==> src/rtl/uart_pkg.sv <==
`default_nettype none
// ============================================================================
// Module  : uart_pkg
// Brief   : UART state encoding and parity codes shared by the TX and RX blocks.
// Revision: 1.0 - initial release
// ============================================================================
package uart_pkg;

  typedef enum logic [2:0] {
    IDLE   = 3'd0,
    START  = 3'd1,
    DATA   = 3'd2,
    PARITY = 3'd3,
    STOP   = 3'd4
  } tx_state_t;

  localparam logic [1:0] PAR_NONE = 2'b00;
  localparam logic [1:0] PAR_EVEN = 2'b01;
  localparam logic [1:0] PAR_ODD  = 2'b10;
  localparam logic [1:0] PAR_MARK = 2'b11;

endpackage
`default_nettype wire

==> src/rtl/uart_tx_fifo.sv <==
`default_nettype none
// ============================================================================
// Module  : uart_tx_fifo
// Brief   : Synchronous FIFO with full/empty/one-entry flags and show-ahead read.
// Revision: 1.0 - initial release
// ============================================================================
module uart_tx_fifo #(
  parameter int WIDTH = 8,
  parameter int DEPTH = 4
) (
  input  logic             CLK,
  input  logic             i_Rst_L,
  input  logic             i_push,
  input  logic [WIDTH-1:0] i_wdata,
  input  logic             i_pop,
  output logic [WIDTH-1:0] o_rdata,
  output logic             o_full,
  output logic             o_empty,
  output logic             o_last
);
  localparam int c_AW = (DEPTH > 1) ? $clog2(DEPTH) : 1;

  logic [WIDTH-1:0] r_mem [DEPTH];
  logic [c_AW-1:0]  r_wr_ptr;
  logic [c_AW-1:0]  r_rd_ptr;
  logic [c_AW:0]    r_count;
  logic             w_do_push;
  logic             w_do_pop;

  assign w_do_push = i_push & ~o_full;
  assign w_do_pop  = i_pop & ~o_empty;

  always_ff @(posedge CLK) begin
    if (w_do_push) r_mem[r_wr_ptr] <= i_wdata;
  end

  // Depth is a power of two, so pointers wrap by natural overflow.
  always_ff @(posedge CLK or negedge i_Rst_L) begin
    if (!i_Rst_L) begin
      r_wr_ptr <= '0;
      r_rd_ptr <= '0;
      r_count  <= '0;
    end else begin
      if (w_do_push) r_wr_ptr <= r_wr_ptr + c_AW'(1);
      if (w_do_pop)  r_rd_ptr <= r_rd_ptr + c_AW'(1);
      case ({w_do_push, w_do_pop})
        2'b10:   r_count <= r_count + (c_AW+1)'(1);
        2'b01:   r_count <= r_count - (c_AW+1)'(1);
        default: r_count <= r_count;
      endcase
    end
  end

  assign o_rdata = r_mem[r_rd_ptr];
  assign o_full  = (r_count == (c_AW+1)'(DEPTH));
  assign o_empty = (r_count == '0);
  assign o_last  = (r_count == (c_AW+1)'(1));

endmodule
`default_nettype wire

==> src/rtl/uart_tx_cfg.sv <==
`default_nettype none
// ============================================================================
// Module  : uart_tx_cfg
// Brief   : Configurable UART transmitter (width, divisor, parity, stop bits).
//           Define UART_TX_FIFO_EN to add an input FIFO with gapless frames.
// Revision: 1.0 - initial release
// ============================================================================
module uart_tx_cfg
  import uart_pkg::*;
#(
  parameter int CLKS_PER_BIT = 217,
  parameter int CNT_W        = 16,
  parameter int DATA_BITS    = 8,
  parameter int FIFO_DEPTH   = 4
) (
  input  logic                 CLK,
  input  logic                 i_Rst_L,
  input  logic                 i_TX_DV,
  input  logic [DATA_BITS-1:0] i_TX_Byte,
  input  logic [CNT_W-1:0]     i_Clks_Per_Bit,
  input  logic [1:0]           i_Parity_Mode,
  input  logic                 i_Two_Stop,
  output logic                 o_TX_Ready,
  output logic                 TX,
  output logic                 o_TX_Active,
  output logic                 o_TX_Done
);
  localparam int c_WORD_W = DATA_BITS + CNT_W + 3;
  localparam int c_IDX_W  = 4;

  if (DATA_BITS < 5 || DATA_BITS > 9 || FIFO_DEPTH < 2) begin : g_bad_param
    $error("uart_tx_cfg: DATA_BITS must be 5..9 and FIFO_DEPTH >= 2");
  end

  tx_state_t            r_state, w_state_nxt;
  logic [CNT_W-1:0]     r_cnt, w_cnt_nxt;
  logic [c_IDX_W-1:0]   r_idx, w_idx_nxt;
  logic                 r_tx, w_tx_nxt;

  logic [CNT_W-1:0]     w_eff_div;
  logic [c_WORD_W-1:0]  w_in_word;
  logic [c_WORD_W-1:0]  w_cur_word;
  logic [DATA_BITS-1:0] w_cur_data;
  logic [CNT_W-1:0]     w_cur_div;
  logic [1:0]           w_cur_par;
  logic                 w_cur_two;
  logic                 w_accept, w_bit_end, w_last_stop, w_frame_end;
  logic                 w_go_idle, w_go_next, w_par_bit, w_data_bit;
  logic [c_IDX_W-1:0]   w_idx_inc;

  always_comb begin
    if (i_Clks_Per_Bit == '0)               w_eff_div = CNT_W'(CLKS_PER_BIT);
    else if (i_Clks_Per_Bit == CNT_W'(1))   w_eff_div = CNT_W'(2);
    else                                    w_eff_div = i_Clks_Per_Bit;
  end

  assign w_in_word = {i_TX_Byte, w_eff_div, i_Parity_Mode, i_Two_Stop};
  assign w_accept  = i_TX_DV & o_TX_Ready;
  assign {w_cur_data, w_cur_div, w_cur_par, w_cur_two} = w_cur_word;

`ifdef UART_TX_FIFO_EN
  // The FIFO head is the frame in flight; it is popped only when that frame ends.
  logic w_fifo_full, w_fifo_empty, w_fifo_last;

  uart_tx_fifo #(
    .WIDTH (c_WORD_W),
    .DEPTH (FIFO_DEPTH)
  ) u_fifo (
    .CLK     (CLK),
    .i_Rst_L (i_Rst_L),
    .i_push  (w_accept),
    .i_wdata (w_in_word),
    .i_pop   (w_frame_end),
    .o_rdata (w_cur_word),
    .o_full  (w_fifo_full),
    .o_empty (w_fifo_empty),
    .o_last  (w_fifo_last)
  );

  assign o_TX_Ready = ~w_fifo_full;
  assign w_go_idle  = ~w_fifo_empty | w_accept;
  assign w_go_next  = ~w_fifo_last | w_accept;
`else
  logic [c_WORD_W-1:0] r_word;

  always_ff @(posedge CLK or negedge i_Rst_L) begin
    if (!i_Rst_L)      r_word <= '0;
    else if (w_accept) r_word <= w_in_word;
  end

  assign w_cur_word = r_word;
  assign o_TX_Ready = (r_state == IDLE);
  assign w_go_idle  = w_accept;
  assign w_go_next  = 1'b0;
`endif

  always_comb begin
    case (w_cur_par)
      PAR_EVEN: w_par_bit = ^w_cur_data;
      PAR_ODD:  w_par_bit = ~^w_cur_data;
      PAR_MARK: w_par_bit = 1'b1;
      default:  w_par_bit = 1'b1;
    endcase
  end

  assign w_bit_end   = (r_cnt == w_cur_div - CNT_W'(1));
  assign w_last_stop = (r_idx == c_IDX_W'(w_cur_two));
  assign w_frame_end = (r_state == STOP) & w_bit_end & w_last_stop;
  assign w_idx_inc   = r_idx + c_IDX_W'(1);
  assign w_data_bit  = |(w_cur_data & (DATA_BITS'(1) << w_idx_inc));

  // TX is computed one cycle ahead so the pin itself is a flop.
  always_comb begin
    w_state_nxt = r_state;
    w_cnt_nxt   = w_bit_end ? '0 : r_cnt + CNT_W'(1);
    w_idx_nxt   = r_idx;
    w_tx_nxt    = r_tx;
    case (r_state)
      IDLE: begin
        w_cnt_nxt = '0;
        w_idx_nxt = '0;
        w_tx_nxt  = 1'b1;
        if (w_go_idle) begin
          w_state_nxt = START;
          w_tx_nxt    = 1'b0;
        end
      end
      START: if (w_bit_end) begin
        w_state_nxt = DATA;
        w_idx_nxt   = '0;
        w_tx_nxt    = w_cur_data[0];
      end
      DATA: if (w_bit_end) begin
        if (r_idx == c_IDX_W'(DATA_BITS - 1)) begin
          w_idx_nxt = '0;
          if (w_cur_par != PAR_NONE) begin
            w_state_nxt = PARITY;
            w_tx_nxt    = w_par_bit;
          end else begin
            w_state_nxt = STOP;
            w_tx_nxt    = 1'b1;
          end
        end else begin
          w_idx_nxt = w_idx_inc;
          w_tx_nxt  = w_data_bit;
        end
      end
      PARITY: if (w_bit_end) begin
        w_state_nxt = STOP;
        w_idx_nxt   = '0;
        w_tx_nxt    = 1'b1;
      end
      STOP: if (w_bit_end) begin
        if (w_last_stop) begin
          w_idx_nxt = '0;
          if (w_go_next) begin
            w_state_nxt = START;
            w_tx_nxt    = 1'b0;
          end else begin
            w_state_nxt = IDLE;
            w_tx_nxt    = 1'b1;
          end
        end else begin
          w_idx_nxt = w_idx_inc;
        end
      end
      default: begin
        w_state_nxt = IDLE;
        w_tx_nxt    = 1'b1;
      end
    endcase
  end

  always_ff @(posedge CLK or negedge i_Rst_L) begin
    if (!i_Rst_L) begin
      r_state <= IDLE;
      r_cnt   <= '0;
      r_idx   <= '0;
      r_tx    <= 1'b1;
    end else begin
      r_state <= w_state_nxt;
      r_cnt   <= w_cnt_nxt;
      r_idx   <= w_idx_nxt;
      r_tx    <= w_tx_nxt;
    end
  end

  assign TX          = r_tx;
  assign o_TX_Active = (r_state != IDLE);
  assign o_TX_Done   = w_frame_end;

endmodule
`default_nettype wire

==> config.mk <==
export PLATFORM = sky130hd
export DESIGN_NAME = uart_tx_cfg
export DESIGN_NICKNAME = d
export VERILOG_FILES = /design/src/rtl/uart_pkg.sv /design/src/rtl/uart_tx_fifo.sv /design/src/rtl/uart_tx_cfg.sv
export SDC_FILE = /design/constraint.sdc
export NUM_CORES = 1
export LEC_CHECK = 0
export BUFFER_PORTS_ARGS = -buffer_cell sky130_fd_sc_hd__buf_2
export CORE_MARGIN = 4
export CORE_UTILIZATION = 53
export CTS_BUF_LIST = sky130_fd_sc_hd__clkbuf_2 sky130_fd_sc_hd__clkbuf_4 sky130_fd_sc_hd__clkbuf_8
export DETAILED_ROUTE_END_ITERATION = 7
export GPL_TIMING_DRIVEN = 0
export PLACE_DENSITY_LB_ADDON = 0.15
export SETUP_SLACK_MARGIN = 0.02
export SKIP_CTS_REPAIR_TIMING = 1
export SYNTH_ARGS = -nofsm -noshare
export SYNTH_HDL_FRONTEND = slang
export SYNTH_SLANG_ARGS = --single-unit
==> constraint.sdc <==
create_clock -name CLK -period 3.7 [get_ports CLK]
set_clock_uncertainty 0.1 [all_clocks]
set_input_delay 0.37 -clock CLK [delete_from_list [all_inputs] [get_ports CLK]]
set_output_delay 0.37 -clock CLK [all_outputs]
set_load 0.1 [all_outputs]
Word level (Yosys, flattened, before mapping)
Index checks and enable logic that the tools add are counted.
Cells by class
  add/subtract/negate cells: 3
  equality and inequality tests: 18
  multiply operators: 0
  bitwise logic cells: 4
  mux-type cells: 29
  div/mod/pow operators: 0
  shift-type cells: 1
  order comparisons: 0
  reduce and logical (&&, ||, !) cells: 12
Operator list (number)
  $mux 16: 4
  $mux 3: 8
  $mux 4: 5
  $add 16x1->16 const B: 1
  $eq 16x1->1 const B: 1
  $eq 16x16->1: 1
  $logic_not 16->1: 1
  $pmux 4 s4: 1
  $sub 16x1->16 const B: 1
  $pmux 3 s5: 1
  $ne 2x2->1 const B: 6
  $and 8x8->8: 1
  $mux 1: 8
  $reduce_or 8->1: 1
  $reduce_xnor 8->1: 1
  $reduce_xor 8->1: 1
  $shl 1x4->8 const A: 1
  $reduce_and 7->1: 1
  $eq 3x2->1 const B: 2
  $pmux 1 s5: 1
  $reduce_and 5->1: 1
  $add 4x1->4 const B: 1
  $eq 4x1->1: 1
  $eq 4x3->1 const B: 1
  other kinds (13): 16
Word-level totals
  input port bits: 30
  word-level logic and storage cells: 72
  memories kept: 0
  register bits: 51
  latch bits: 0
  bits in writable memories: 0
  bits in read-only memories: 0

Depth between registers and ports, before layout
Gate-level depths: netlist of run 1.
  depth after elaboration: 7
  depth in mapped cells: 12
  gate-level depth less buffers: 9

Worst setup path before layout of run 1
OpenSTA, ideal clock, no wires.
  path kind: flip-flop to output port
  start: register r_word[5]
  end: output o_TX_Done
  arrival: 4.178 ns
  cell stages (with the launch flop): 9
  buffers on the path: 1
  slack: -0.948 ns
  cell sequence: dfrtp_1 buf_6 nor4_4 nand3_2 nor3_1 o22ai_1 or3_1 or4_1 nor3_1
On the way
  word-level cells in the longest chain between the ends: 4
Ends and longest elaborated chain
  start: declaration: line uart_tx_cfg.sv:84  | logic [c_WORD_W-1:0] r_word;
  start signal: assignment: line uart_tx_cfg.sv:88  | else if (w_accept) r_word <= w_in_word;
  $sub 16x1->16: line uart_tx_cfg.sv:106  | assign w_bit_end = (r_cnt == w_cur_div - CNT_W'(1));
  $eq 16x16->1: line uart_tx_cfg.sv:106
  $and 1x1->1 (2 in a row): line uart_tx_cfg.sv:108  | assign w_frame_end = (r_state == STOP) & w_bit_end & w_last_stop;
  end: declaration: line uart_tx_cfg.sv:26  | output logic o_TX_Done
No other way between the ends.

Final worst setup path of run 1
  start: register r_word[6]
  end: output o_TX_Done
Same word-level chain as after synthesis.

==> impl_metrics.csv, run 1 <==
group,metric,value,unit
routing,wl,6620,um
sta,setup_violations,0,
cts,worstSkewPairLatency,310,ps
routing,postRouteAntennaNets,0,
die,die_w,84.9,um
place,dpl.hpwl,5030,um
global_routing,grt_pass1_wl,11500,um
final_layout,syn2layout_area_growth,12.9,%
routing,remaining_drc_errors,0,
final_layout,final_common_cell,"dfrtp_1",
cts,cts_tree,"yes",
critical_path,crit_type,"reg -> out",
routing,vias,2439,
final_layout,fillCellCount,512,
synth,syn_area,0.00314,mm^2
final_layout,register_area,0.00128,mm^2
hold_path,min_path_type,"in -> async",
critical_path,reg2reg_from,"r_word[6]",
final_layout,nets,400,
critical_path,cp_max_fo,6,
final_layout,n_antenna_cell,0,
sta,period_share,94.6,%
routing,first_pass_iters,4,
final_layout,drive_gt1_share,22.9,%
cts,cts.sinks,51,
die,die_y,84.9,um
synth,async_reset_ff_share,100,%
routing,detail_route.iter0.violations,119,
sta,slew_headroom,24.9,%
final_layout,layout_common_cells,"dfrtp_1 (49), nor2_1 (36), buf_2 (35)",
global_routing,gr-usage-all-layers,19.8,%
synth,yosys_warnings,0,
critical_path,endpoint_kind,"output port",
power,p_leak,1.50,nW
sta,whs,175,ps
synth,synthDistinctLibCells,52,
cts,cts.clk_slew.worst_paths,100,ps
place,gp_congestion,0.929,
place,io_buffers,33,
global_routing,grt-ovfl-total,0,
sta,min_period,3500,ps
sta,rsz0062_at_grt,"no",
sta,slew_viol_final,0,
critical_path,cp.arrival,3030,ps
cts,cts_root_buf,"clkbuf_8",
power,p_per_area,552,mW/mm^2
die,dieArea,0.00721,mm^2
routing,via_per_inst,5.61,
final_layout,utilization,63.2,%
power,total_power,1.96,mW
die,ios,34,
synth,seq_area_frac_synth,40.7,%
critical_path,start_kind,"flop",
synth,syn_avg_cell_area,9.74,um^2
critical_path,worstPathRequired,3230,ps
die,initial_core_util,55.9,%
routing,wl_per_cell,15.2,um
synth,syn_nets,359,
place,dp_cells,427,
cts,clockBufferDepth,2,
die,core_area,0.00561,mm^2
cts,htree_levels,2,
global_routing,grt_pass1_vias,2465,
final_layout,multiInputGateArea,0.00178,mm^2
cts,numCtsBuffers,5,
final_layout,final_cells,435,
status,status,"complete, no violations",
sta,worst_pin_slew,1130,ps
synth,synth_seq_cells,51,
sta,hold_viol_final,0,
global_routing,antenna_found_initial,0,
synth,synth_edf_count,0,
die,rows,27,
synth,ys.flop_type,"dfrtp_1",
global_routing,grt_max_degree,52,
power,ir_drop,289,uV
sta,clock.fmax,0.286,GHz
job,drv_cap,0,
critical_path,startpoint,"r_word[6]",
synth,syn_inst,322,
## layer usage
metal	GRT usage [%]	part of all wire (%)
met1	27.2	49
met5	0	0
met3	4.27	5.1
met4	5.32	1.1
met2	31.7	44
## cell usage after synthesis (7+ instances only)
master / instances / share of area (%)
clkbuf_1: 10 / 1.2
dfrtp_1: 50 / 40
o21ai_0: 9 / 1.4
a21oi_1: 10 / 1.6
nor2_1: 36 / 4.3
xnor2_1: 30 / 8.4
inv_1: 7 / 0.84
nand2_1: 21 / 2.5
nor3_1: 9 / 1.4
nand3_1: 12 / 1.9
mux2_2: 22 / 7.9
ha_1: 7 / 2.8
xor2_1: 17 / 4.7
## cell families (layout without fill, tap and decap cells)
family          after synthesis  in the layout  share of synthesized area [%]
fa+ha+maj                     8              8                           3.15
buf+inv                      22             63                           3.03
xor+xnor                     47             47                           13.1
compound gates               43             43                           9.41
flops                        51             51                           40.7
mux                          25             25                           8.90
simple gates                126            126                           21.7
## worst paths after layout
path                             endpoint  slack [ps]  depth (start not counted)
worst max-delay path            o_TX_Done         200                          8
max in group asynchronous       r_word[3]        2570                          1
worst max register to register  r_cnt[13]         330                         10
worst min-delay path             r_cnt[0]         180                          1
worst min register to register  r_word[0]         450                          1
min in group CLK                r_word[9]         190                          2
## critical path, stage by stage (launching register included)
cell and delay [ps]:
dfrtp_1 490, nor4_4 380, nand3_2 190, nor3_1 230, o22ai_1 80, or3_1 380
or4_4 550, nor3_4 230, buf_12 200
## power by group
| group | switching [mW] | internal, mW | leakage, nW |
|---|---|---|---|
| Sequential | 0.163 | 0.691 | 0.637 |
| Clock | 0.178 | 0.206 | 0.0547 |
| Combinational | 0.371 | 0.347 | 0.805 |
| Total | 0.712 | 1.24 | 1.50 |
## sequential cells by signal, summed over array words and instances (netlist names)
register  flops
TX            1
r_idx         4
r_cnt        16
r_state       3
r_word       27
## through the flow
step                      TNS [ps]  setup slack [ps]  cell area (um^2)
final                            0               199              3540
after global routing             0              5.25              3540
after CTS                     -108              -108              3510
after detailed placement         0               246              3400
after global placement           0               275              3400
after floorplan                  0               283              3150
## cell type report
cell class / count / area share [%]
Buffer: 15 / 1.94
Clock buffer: 6 / 2.15
Clock inverter: 1 / 0.848
Inverter: 7 / 0.742
Multi-Input combinational cell: 249 / 50.4
Sequential cell: 51 / 36.1
Tap cell: 72 / 2.54
Timing Repair Buffer: 34 / 5.30
Note: power is estimated with default switching activity, not from simulation.
==> run 2, diff against run 1 <==
--- a/config.mk
+++ b/config.mk
@@ -6,8 +6,10 @@
 export NUM_CORES = 1
 export LEC_CHECK = 0
 export BUFFER_PORTS_ARGS = -buffer_cell sky130_fd_sc_hd__buf_2
+export CELL_PAD_IN_SITES_DETAIL_PLACEMENT = 0
+export CELL_PAD_IN_SITES_GLOBAL_PLACEMENT = 1
 export CORE_MARGIN = 4
-export CORE_UTILIZATION = 53
+export CORE_UTILIZATION = 47
 export CTS_BUF_LIST = sky130_fd_sc_hd__clkbuf_2 sky130_fd_sc_hd__clkbuf_4 sky130_fd_sc_hd__clkbuf_8
 export DETAILED_ROUTE_END_ITERATION = 7
 export GPL_TIMING_DRIVEN = 0
==> run 2 against run 1 <==
Against the previous run:
- final cell count up 1.1%
- critical path depth unchanged
- maximum frequency down 0.83%
- largest cell class unchanged
- register-to-register slack about the same
==> impl_metrics.csv, run 2 (synthesis gave the netlist of run 1 again) <==
group,metric,value,unit
final_layout,fillCellCount,591,
cts,htree_levels,2,
place,io_buffers,33,
die,core_area,0.00642,mm^2
cts,clockBufferDepth,2,
final_layout,layout_common_cells,"dfrtp_1 (49), nor2_1 (36), buf_2 (35)",
cts,worstSkewPairLatency,300,ps
critical_path,timing.rr.end,"r_idx[3]",
sta,slew_viol_final,0,
sta,period_share,95.4,%
critical_path,startpoint,"r_word[4]",
cts,cts_root_buf,"clkbuf_8",
cts,cts_tree,"yes",
power,p_per_area,557,mW/mm^2
die,rows,29,
global_routing,grt-ovfl-total,0,
sta,worst_pin_slew,1140,ps
sta,slew_headroom,24.2,%
critical_path,reg2reg_from,"r_word[4]",
final_layout,final_common_cell,"dfrtp_1",
sta,hold_viol_final,0,
sta,finalWorstSetupSlack,170,ps
routing,first_pass_iters,4,
global_routing,grt_pass1_wl,11600,um
cts,cts.clk_slew.worst_paths,90,ps
final_layout,final_area,0.00355,mm^2
die,ios,34,
final_layout,n_antenna_cell,0,
place,dpl_cell_area,0.00341,mm^2
die,die_w,89.7,um
power,ir_drop,299,uV
critical_path,cp.arrival,3060,ps
global_routing,antenna_found_initial,0,
final_layout,nets,399,
final_layout,drive_gt1_share,22.6,%
cts,numCtsBuffers,5,
final_layout,top_register,"r_word",
critical_path,ff2ff_path_depth,9,
die,dieArea,0.00805,mm^2
critical_path,reg2reg_slack,330,ps
job,drv_cap,0,
power,total_power,1.98,mW
sta,min_period,3530,ps
routing,wl,6740,um
status,status,"complete, no violations",
critical_path,worstPathRequired,3230,ps
routing,wl_per_cell,15.3,um
routing,vias,2428,
critical_path,start_kind,"flop",
cts,cts.sinks,51,
routing,via_per_inst,5.52,
critical_path,crit_type,"reg -> out",
final_layout,reg_top3,"r_word x27, r_cnt x16, r_idx x4",
place,pre_cts_slack,177,ps
sta,clock.fmax,0.283,GHz
global_routing,grt_max_degree,52,
die,initial_core_util,48.8,%
routing,remaining_drc_errors,0,
sta,setup_violations,0,
routing,detail_route.iter0.violations,148,
global_routing,gr-usage-all-layers,18.6,%
die,die_y,89.7,um
critical_path,endpoint_kind,"output port",
final_layout,syn2layout_area_growth,13.1,%
hold_path,min_path_type,"in -> async",
critical_path,cp_max_fo,4,
place,dpl.hpwl,5190,um
place,gp_congestion,0.857,
power,p_leak,1.50,nW
final_layout,largest_reg_flops,27,
global_routing,grt_pass1_vias,2359,
routing,postRouteAntennaNets,0,
sta,rsz0062_at_grt,"no",
run 2: cell types whose count changed in the layout (fill, tap and decap cells not counted):
cell,before,now
clkinv_2,0,1
buf_4,1,0
nor3_1,7,8
nor3_4,1,2
clkbuf_4,1,0
buf_8,0,1
buf_12,1,0
clkbuf_8,5,6
nor3_2,4,2
run 2: final cells by class:
| type | count | area [um^2] | share of cell area [%] |
|---|---|---|---|
| tap | 77 | 96.3 | 2.72 |
| multi-input combinational | 249 | 1790 | 50.3 |
| sequential | 51 | 1280 | 36.0 |
| clock buffer | 6 | 82.6 | 2.33 |
| clock inverter | 2 | 35.0 | 0.987 |
| buffer | 15 | 68.8 | 1.94 |
| timing repair buffer | 33 | 175 | 4.94 |
| inverter | 7 | 26.3 | 0.740 |
run 2: worst max path at each step:
stage                     cells after the start        end
after global routing                          9  o_TX_Done
final                                         8  o_TX_Done
after detailed placement                      8  o_TX_Done
after global placement                        8  o_TX_Done
after floorplan                               8  o_TX_Done
after CTS                                     8  o_TX_Done
run 2: report_power, final:
part / internal, mW / switching [mW] / leakage (nW)
Clock: 0.219 / 0.187 / 0.0612
Sequential: 0.690 / 0.167 / 0.637
Combinational: 0.347 / 0.367 / 0.801
run 2: worst max-delay path, cell delays in order, from the launching register on:
cell,delay [ps]
dfrtp_1,440
nor4_4,390
nand2_2,120
o311ai_1,290
o22ai_1,120
or3_1,380
or4_4,560
nor3_4,220
buf_8,220
run 2: metrics by stage:
stage	TNS [ps]	hold slack, ps	util, %	cells
floorplan	0	-25.6	-	322
global placement	0	414	53.1	432
global route	0	176	55.3	440
CTS	-181	181	54.9	440
finish	0	175	55.3	440
detailed placement	0	438	53.1	432
run 2: layer usage:
metal / track usage (%) / wire length [um]
met5: 0 / 0
met2: 27.3 / 2930
met1: 28.5 / 3460
met4: 4.06 / 64
met3: 3.38 / 289
==> run 3, diff against run 2 <==
--- a/config.mk
+++ b/config.mk
@@ -8,7 +8,7 @@
 export BUFFER_PORTS_ARGS = -buffer_cell sky130_fd_sc_hd__buf_2
 export CELL_PAD_IN_SITES_DETAIL_PLACEMENT = 0
 export CELL_PAD_IN_SITES_GLOBAL_PLACEMENT = 1
-export CORE_MARGIN = 4
+export CORE_MARGIN = 2
 export CORE_UTILIZATION = 47
 export CTS_BUF_LIST = sky130_fd_sc_hd__clkbuf_2 sky130_fd_sc_hd__clkbuf_4 sky130_fd_sc_hd__clkbuf_8
 export DETAILED_ROUTE_END_ITERATION = 7
==> run 3 against run 2 <==
Against the previous run:
- final cell count unchanged
- critical path depth unchanged
- setup slack got worse by 52 ps
- global-route usage increased by 2.1 points
- non-clock buffer count unchanged
- hold slack got worse by 13 ps
- count of clock-buffer cells in the layout decreased by 1
- utilization increased by 0.51 points
- largest power group unchanged
==> impl_metrics.csv, run 3 (synthesis gave the netlist of run 1 again) <==
group,metric,value,unit
cts,cts_root_buf,"clkbuf_8",
global_routing,use_met2,30.7,%
critical_path,ff2ff_path_depth,10,
global_routing,grt-ovfl-total,0,
sta,slew_headroom,21.8,%
critical_path,critPathMaxStageDelay,550,ps
die,die_w,85.7,um
global_routing,grt_pass1_vias,2348,
routing,detail_route.iter0.violations,135,
final_layout,drive_gt1_share,22.6,%
cts,numCtsBuffers,5,
place,pre_cts_slack,187,ps
final_layout,top_register,"r_word",
die,rows,29,
cts,cts.sinks,51,
sta,slew_viol_final,0,
power,p_leak,1.50,nW
global_routing,top_usage_layer,"met1",
final_layout,final_common_cell,"dfrtp_1",
cts,worstSkewPairLatency,310,ps
final_layout,layout_common_cells,"dfrtp_1 (50), nor2_1 (36), buf_2 (35)",
routing,postRouteAntennaNets,0,
critical_path,crit_type,"reg -> out",
final_layout,largest_reg_flops,27,
critical_path,reg2reg_from,"r_word[4]",
routing,wl_per_cell,16.1,um
critical_path,reg2reg_slack,210,ps
sta,finalWorstSetupSlack,118,ps
job,drv_cap,0,
power,total_power,2.06,mW
cts,htree_levels,2,
routing,remaining_drc_errors,0,
status,status,"complete, no violations",
die,die_y,85.7,um
routing,wl,7080,um
final_layout,syn2layout_area_growth,13.5,%
global_routing,grt_pass1_wl,11900,um
final_layout,n_antenna_cell,0,
global_routing,antenna_found_initial,0,
global_routing,use_met3,3.37,%
cts,cts.clk_slew.worst_paths,100,ps
critical_path,worstPathRequired,3230,ps
cts,cts_tree,"yes",
die,core_area,0.00639,mm^2
critical_path,endpoint_kind,"output port",
global_routing,met1_usage,31.5,%
critical_path,path_depth,8,
critical_path,slowest_stage,"or4_4",
power,ir_drop,328,uV
final_layout,nets,399,
hold_path,min_path_type,"in -> async",
routing,via_per_inst,5.52,
sta,worst_pin_slew,1170,ps
sta,rsz0062_at_grt,"no",
critical_path,cp_cell_sequence,"nor4_4, nand2_2, o311ai_1, o22ai_1, or3_1, or4_4, nor3_4, buf_6",
die,dieArea,0.00734,mm^2
place,dpl.hpwl,5230,um
sta,whs,162,ps
place,gp_congestion,0.831,
critical_path,timing.rr.end,"r_cnt[13]",
die,initial_core_util,49.1,%
sta,min_period,3580,ps
critical_path,cp_max_fo,4,
routing,first_pass_iters,4,
sta,hold_viol_final,0,
cts,clockBufferDepth,2,
place,dpl_cell_area,0.00341,mm^2
final_layout,reg_top3,"r_word x27, r_cnt x16, r_idx x4",
global_routing,gr-usage-all-layers,20.7,%
place,io_buffers,33,
sta,clock.fmax,0.279,GHz
global_routing,grt_max_degree,52,
critical_path,cp_num_buf_inv,1,
routing,vias,2428,
power,p_per_area,579,mW/mm^2
sta,period_share,96.8,%
die,ios,34,
critical_path,cp.arrival,3110,ps
final_layout,final_area,0.00356,mm^2
sta,setup_violations,0,
critical_path,cp_top_family,"simple AND/OR/NAND/NOR gates",
critical_path,start_kind,"flop",
-- run 3: cell types whose count changed in the layout (fill, tap and decap cells not counted), sizes merged --
| cell | change |
|---|---|
| bufinv | +1 |
| clkinvlp | +1 |
| clkinv | -1 |
| clkbuf | -1 |
-- run 3: stage by stage --
stage / cells / util [%] / TNS, ps
detailed placement: 432 / 53.4 / 0
global route: 440 / 55.8 / 0
global placement: 432 / 53.4 / 0
finish: 440 / 55.8 / 0
floorplan: 322 / - / 0
CTS: 440 / 55.5 / -175
-- run 3: power by group --
group	switching [mW]	leakage, nW	total (mW)	internal (mW)
sequential	0.168	0.638	0.857	0.689
combinational	0.391	0.797	0.737	0.346
clock	0.196	0.0644	0.466	0.270
-- run 3: per-layer routing --
layer / vias to the layer above / wire length (um)
li1: 1206 / -
met1: 1170 / 3650
met2: 46 / 3120
met3: 6 / 237
met4: 0 / 79
met5: - / 0
-- run 3: worst max-delay path by stage --
stage,from,end,slack [ps]
after floorplan,r_word[5],o_TX_Done,280
after global placement,r_word[4],o_TX_Done,230
after detailed placement,r_word[4],o_TX_Done,190
after CTS,r_word[4],o_TX_Done,-170
after global routing,r_word[3],o_TX_Done,20
final,r_word[4],o_TX_Done,120
-- run 3: layout make-up --
type,count,area (um^2)
clock buffers,5,68.8
repair buffers,33,171
plain buffers,15,68.8
inverters,7,26.3
fillers,589,2830
multi-input cells,249,1780
flip-flops and latches,51,1280
well taps,77,96.3
clock inverters,3,67.6
